### src/rtl/eqed_inject_ctrl_if.sv
// Control/select bundle between the EQED formal harness (master) and the
// injection sequencer (slave).
interface eqed_inject_ctrl_if #(
    parameter int N_FF  = 8,
    parameter int IDX_W = 4,
    parameter int CNT_W = 10
);
    logic             start;
    logic             abort;
    logic [IDX_W-1:0] tgt_idx;
    logic [CNT_W-1:0] inj_cycle;
    logic [CNT_W-1:0] run_len;
    logic [N_FF-1:0]  sel;
    logic             injected;
    logic [CNT_W-1:0] cycle_count;
    logic             busy;
    logic             done;

    modport master (
        output start, abort, tgt_idx, inj_cycle, run_len,
        input  sel, injected, cycle_count, busy, done
    );

    modport slave (
        input  start, abort, tgt_idx, inj_cycle, run_len,
        output sel, injected, cycle_count, busy, done
    );
endinterface

### src/rtl/eqed_inject_ctrl.sv
// Run-level sequencer for single-bit-flip campaigns: counts run cycles and
// drives a one-hot flip select for at most one cycle per run.
module eqed_inject_ctrl #(
    parameter int N_FF  = 8,
    parameter int IDX_W = 4,
    parameter int CNT_W = 10
) (
    input logic              clk,
    input logic              rst,
    eqed_inject_ctrl_if.slave bus
);
    typedef enum logic [1:0] {IDLE, RUN, DONE} state_t;

    // Any latched target at or above this index is a golden run.
    localparam logic [IDX_W-1:0] NO_INJ_IDX = IDX_W'(N_FF);

    state_t           state;
    logic [IDX_W-1:0] tgt_q;
    logic [CNT_W-1:0] inj_q;
    logic [CNT_W-1:0] len_q;
    logic [CNT_W-1:0] cycle_count;
    logic             injected;
    logic             busy;
    logic             done;
    logic [N_FF-1:0]  sel;

    // Decoded from registers only, so no input can reach the DUT muxes.
    always_comb begin
        sel = '0;
        if (state == RUN && cycle_count == inj_q && !injected && tgt_q < NO_INJ_IDX)
            sel = N_FF'(1) << tgt_q;
    end

    always_ff @(posedge clk or posedge rst) begin
        if (rst) begin
            state       <= IDLE;
            tgt_q       <= '0;
            inj_q       <= '0;
            len_q       <= '0;
            cycle_count <= '0;
            injected    <= 1'b0;
            busy        <= 1'b0;
            done        <= 1'b0;
        end else begin
            // A flip in this cycle is recorded even if the run is aborted now.
            if (|sel)
                injected <= 1'b1;

            if (bus.abort) begin
                state       <= IDLE;
                cycle_count <= '0;
                busy        <= 1'b0;
                done        <= 1'b0;
            end else begin
                case (state)
                    IDLE, DONE: begin
                        if (bus.start) begin
                            tgt_q       <= bus.tgt_idx;
                            inj_q       <= bus.inj_cycle;
                            len_q       <= (bus.run_len == '0) ? CNT_W'(1) : bus.run_len;
                            cycle_count <= CNT_W'(1);
                            injected    <= 1'b0;
                            state       <= RUN;
                            busy        <= 1'b1;
                            done        <= 1'b0;
                        end
                    end
                    RUN: begin
                        if (cycle_count == len_q) begin
                            state <= DONE;
                            busy  <= 1'b0;
                            done  <= 1'b1;
                        end else begin
                            cycle_count <= cycle_count + CNT_W'(1);
                        end
                    end
                    default: begin
                        state       <= IDLE;
                        cycle_count <= '0;
                        busy        <= 1'b0;
                        done        <= 1'b0;
                    end
                endcase
            end
        end
    end

    assign bus.sel         = sel;
    assign bus.injected    = injected;
    assign bus.cycle_count = cycle_count;
    assign bus.busy        = busy;
    assign bus.done        = done;
endmodule

### src/flat_wrapper.sv
// flat-port wrapper written by rule: the top's interface ports become plain ports
module eqed_inject_ctrl_flat 
#(
    parameter int N_FF  = 8,
    parameter int IDX_W = 4,
    parameter int CNT_W = 10
)
  (clk, rst, bus_start, bus_abort, bus_tgt_idx, bus_inj_cycle, bus_run_len, bus_sel, bus_injected, bus_cycle_count, bus_busy, bus_done);
  eqed_inject_ctrl_if #(.N_FF(N_FF), .IDX_W(IDX_W), .CNT_W(CNT_W)) bus_i ();
  input logic clk;
  input logic rst;
  input wire logic [$bits(bus_i.start)-1:0] bus_start;
  input wire logic [$bits(bus_i.abort)-1:0] bus_abort;
  input wire logic [$bits(bus_i.tgt_idx)-1:0] bus_tgt_idx;
  input wire logic [$bits(bus_i.inj_cycle)-1:0] bus_inj_cycle;
  input wire logic [$bits(bus_i.run_len)-1:0] bus_run_len;
  output wire logic [$bits(bus_i.sel)-1:0] bus_sel;
  output wire logic [$bits(bus_i.injected)-1:0] bus_injected;
  output wire logic [$bits(bus_i.cycle_count)-1:0] bus_cycle_count;
  output wire logic [$bits(bus_i.busy)-1:0] bus_busy;
  output wire logic [$bits(bus_i.done)-1:0] bus_done;
  assign bus_i.start = bus_start;
  assign bus_i.abort = bus_abort;
  assign bus_i.tgt_idx = bus_tgt_idx;
  assign bus_i.inj_cycle = bus_inj_cycle;
  assign bus_i.run_len = bus_run_len;
  assign bus_sel = bus_i.sel;
  assign bus_injected = bus_i.injected;
  assign bus_cycle_count = bus_i.cycle_count;
  assign bus_busy = bus_i.busy;
  assign bus_done = bus_i.done;
  eqed_inject_ctrl #(.N_FF(N_FF), .IDX_W(IDX_W), .CNT_W(CNT_W)) u_core (.clk(clk), .rst(rst), .bus(bus_i));
endmodule
### config.mk
export PLATFORM = sky130hd
export DESIGN_NAME = eqed_inject_ctrl_flat
export DESIGN_NICKNAME = d
export VERILOG_FILES = /design/src/rtl/eqed_inject_ctrl_if.sv /design/src/rtl/eqed_inject_ctrl.sv /design/src/flat_wrapper.sv
export SDC_FILE = /design/constraint.sdc
export NUM_CORES = 1
export LEC_CHECK = 0
export ABC_AREA = 1
export CORE_ASPECT_RATIO = 1.4
export CORE_MARGIN = 2
export CORE_UTILIZATION = 46
export CTS_CLUSTER_SIZE = 12
export DETAILED_ROUTE_END_ITERATION = 7
export PLACE_DENSITY = 0.83
export SKIP_CTS_REPAIR_TIMING = 1
export SYNTH_ARGS = -nofsm -noshare
export SYNTH_HDL_FRONTEND = slang
export SYNTH_SLANG_ARGS = --single-unit
export TNS_END_PERCENT = 20
### constraint.sdc
create_clock -name clk -period 1.3 [get_ports clk]
set_input_delay 0.26 -clock clk [delete_from_list [all_inputs] [get_ports clk]]
set_output_delay 0.26 -clock clk [all_outputs]
set_load 0.01 [all_outputs]
==> Yosys cells after proc, flatten, opt, wreduce, memory -nomap -nowiden <==
Index checks and enable logic that the tools add are counted.
{ "totals": {"ff_bits": 39, "in_bits": 28, "word_cells": 52, "out_inout_bits": 21} }
{ "op_classes": {"reduce_logical": 11, "n_addsub": 1, "n_mux": 22, "n_lt_le_gt_ge": 1, "shift": 1, "bitwise": 1, "n_eq_ne": 7} }
{ "ops": {"columns": ["operator", "n"], "rows": [
  ["2-to-1 mux 10 bit", 4],
  ["== test 10 bit", 2],
  ["one-hot mux 10 bit (2 select lines)", 1],
  ["adder 10 x 1 -> 10 bit (second input constant)", 1],
  ["logical NOT 10 bit", 1],
  ["2-to-1 mux 1 bit", 10],
  ["inequality test 3 bit (second input constant)", 3],
  ["2-to-1 mux 8 bit", 1],
  ["OR reduction 8 bit", 1],
  ["left shift 1 x 4 -> 8 bit (first input constant)", 1],
  ["2-to-1 mux 2 bit", 3],
  ["< comparator 4 bit (second input constant)", 1],
  ["one-hot mux 1 bit (2 select lines)", 2],
  ["one-hot mux 2 bit (2 select lines)", 1],
  ["AND reduction 2 bit", 2],
  ["logical AND 1 bit", 3],
  ["AND reduction 3 bit", 1],
  ["== test 2 x 1 -> 1 bit (second input constant)", 1],
  ["== test 2 bit (second input constant)", 1],
  ["logical NOT 2 bit", 1],
  ["OR reduction 2 bit", 1],
  ["logical NOT 1 bit", 1],
  ["inverter 1 bit", 1]
]} }

==> Logic depth before layout (Yosys ltp) <==
{ "depth": {"depth_word": 10, "mapped_depth": 10, "ltp_nobuf": 10} }

==> Least setup slack after synthesis <==
OpenSTA, ideal clock, no wires.
{ "synth_path": {"kind": "reg2out", "startpoint": "reg, netlist name u_core.bus.done", "endpoint": "out bus_sel[0]", "setup_slack_ps": -226, "path_buffers": 0, "path_stages_with_launch": 8, "required_ps": 1040, "arrival_ps": 1266, "cell_sequence": "dfrtp_1 nor2_4 nand2_1 nor2_1 nand4_1 nor2_1 nand3_1 nor2_1"} }
{ "synth_lines": {"columns": ["element", "line_no", "source"], "rows": [
  ["end, declared", "flat_wrapper.sv:17", "output wire logic [$bits(bus_i.sel)-1:0] bus_sel;"]
]} }

==> reports/qor.yml <==
status: "finished with violations"
violations: "setup timing"
drc: 0
totalPowerFinal_mw: 3.29
wire_per_inst_um: 13.3
path_class: "reg2out"
nFillCells: 378
postPlaceCellArea_mm2: 0.00320
min_period_ps: 1970
totalWireLength_um: 6360
die_y_um: 86.6
slew_headroom: 0.809
hold_viol: 0
die_w_um: 63.0
clk_pin_slew_ps: 70
first_global_vias: 2332
grt_pass1_wl_um: 10100
fin_crit_sh: 1.51
cap_violations: 0
ys_types: 31
layout-drive-gt1-share: 0.245
vdd.ir_drop.worst_mv: 0.553
vias_per_cell: 5.06
synthCells: 310
finClkSkew_ps: 4.18
final_antenna_net_count: 0
multiInputGateArea_mm2: 0.00114
grt_overflow: 0
syn_area_per_cell_um2: 7.24
rsz0062_at_grt: "true"
synth-seq-cells: 38
slew_violations: 0
cts_root_buf: "clkbuf_8"
synthToLayoutAreaGrowth_pct: 47.6
routabilityCongestion: 0.927
syn_area_mm2: 0.00224
cts_buffers: 5
vias: 2415
grt_usage: 0.240
worst_pin_slew_ps: 286
arrival_ps: 1710
initial_core_util: 0.471
required_ps: 1040
row_count: 30
yosysWarnings: 0
fmax_mhz: 509
drtPass1Iterations: 4
end_kind: "output pin"
antennaDiodeCount: 0
numPortBuffers: 48
leakage_nw: 1.80
hold_class: "in2async"
fin_nets: 443
io_pins: 49
pre_cts_slack_ps: -763
cts_tree: "yes"
setup_viol: 22
grt_max_degree: 39
dp_hpwl_um: 4710
htreeDepth: 2
cts.sinks: 38
power-per-cell-area_mw_per_mm2: 992
drt_iter0_drc: 96
path_max_fanout: 4
regArea_um2: 951
ys_seq_area_frac: 0.424
fin_area_mm2: 0.00331
setup_slack_ps: -666
insertion_delay_ps: 290
synth_nets: 339
antenna_found_initial: 0
die-area_mm2: 0.00546
clockBufferDepth: 2
core_area_mm2: 0.00477
crit_path_start_kind: "register"
[worst max-delay path: stages, from the launching register on]
cell      delay [ps]
dfrtp_1          410
nor2_4           120
nand2_1           80
nor2_1           140
nand4_1          120
nor2_2           160
nand3_2          120
nor2_1           110
clkbuf_2         140
[cell type report]
type / instances / area share
clock buffers: 6 / 0.0249
inverters: 44 / 0.0499
multi-input cells: 221 / 0.344
flip-flops and latches: 38 / 0.287
well taps: 64 / 0.0242
repair buffers: 104 / 0.270
[placed cells by master (no fill, tap or decap), types with 3 or more instances in the layout]
master and count:
dfrtp_1 38, nand4_1 6, buf_6 5, clkdlybuf4s50_1 27, nand2_1 89, o21ai_1 3, clkbuf_8 6, inv_2 4
buf_2 5, inv_1 40, dlymetal6s2s_1 6, nor2_1 25, clkbuf_2 6, nand3_2 3, nor2_4 4, xnor2_1 8
nand3_1 36, o21ai_0 21, buf_4 53, nand2_2 4
[cell families after synthesis]
group                      after synthesis  synth area share
and+or+nand+nor                        183             0.383
buffers and inverters                   51            0.0876
DFF                                     38             0.424
AOI/OAI and AO/OA                       27            0.0613
xor gates and xnor gates                10            0.0390
adders and majority gates                1           0.00558
[cell usage after synthesis, drive strengths merged]
library cell | count | area, µm²
nand2 | 96 | 387
inv | 44 | 165
nand3 | 40 | 218
dfrtp | 38 | 951
nor2 | 32 | 161
o21ai | 24 | 120
xnor2 | 9 | 78.8
nand4 | 6 | 37.5
buf | 4 | 20.0
clkbuf | 3 | 11.3
or2 | 3 | 18.8
a21oi | 2 | 10.0
nor3 | 2 | 10.0
nor4 | 2 | 12.5
a21boi | 1 | 7.51
and3 | 1 | 6.26
ha | 1 | 12.5
nand3b | 1 | 7.51
xor2 | 1 | 8.76
[power breakdown]
group	internal (mW)	total (mW)	leakage (nW)	switching [mW]
Sequential	1.35	1.47	0.488	0.120
Clock	0.409	0.794	0.0431	0.386
Combinational	0.490	1.02	1.26	0.532
[worst paths after layout]
kind / from / endpoint / slack, ps / depth (start not counted)
worst max-delay path: u_core.bus.done / bus_sel[2] / -670 / 8
worst min-delay path: rst / u_core.bus.cycle_count[1] / 330 / 3
worst max register to register: u_core.bus.cycle_count[2] / u_core.bus.cycle_count[0] / -320 / 10
worst min register to register: u_core.len_q[6] / u_core.len_q[6] / 500 / 2
max in group asynchronous: rst / u_core.inj_q[9] / 770 / 3
min in group clk: u_core.len_q[6] / u_core.len_q[6] / 500 / 2
[per-layer routing]
metal / track usage / routed length, µm / vias up
li1: - / - / 1183
met1: 0.255 / 2370 / 1114
met2: 0.451 / 3430 / 89
met3: 0.0351 / 273 / 29
met4: 0.133 / 281 / 0
met5: 0 / 0 / -
[sequential cells by signal (all words and copies together) (netlist names)]
signal and cells:
u_core.bus.injected 1, u_core.len_q 10, u_core.state 1, u_core.inj_q 10, u_core.bus.done 1, u_core.tgt_q 4, u_core.bus.busy 1, u_core.bus.cycle_count 10
[through the flow]
| stage | instances | setup TNS [ps] | utilization | hold slack [ps] |
|---|---|---|---|---|
| finish | 477 | -8570 | 0.695 | 333 |
| floorplan | 310 | -2060 | - | 370 |
| detailed placement | 468 | -12870 | 0.670 | 489 |
| global route | 477 | -10460 | 0.695 | 372 |
| global placement | 468 | -11630 | 0.670 | 470 |
| CTS | 474 | -14900 | 0.688 | 342 |
Note: power is estimated with default switching activity, not from simulation.
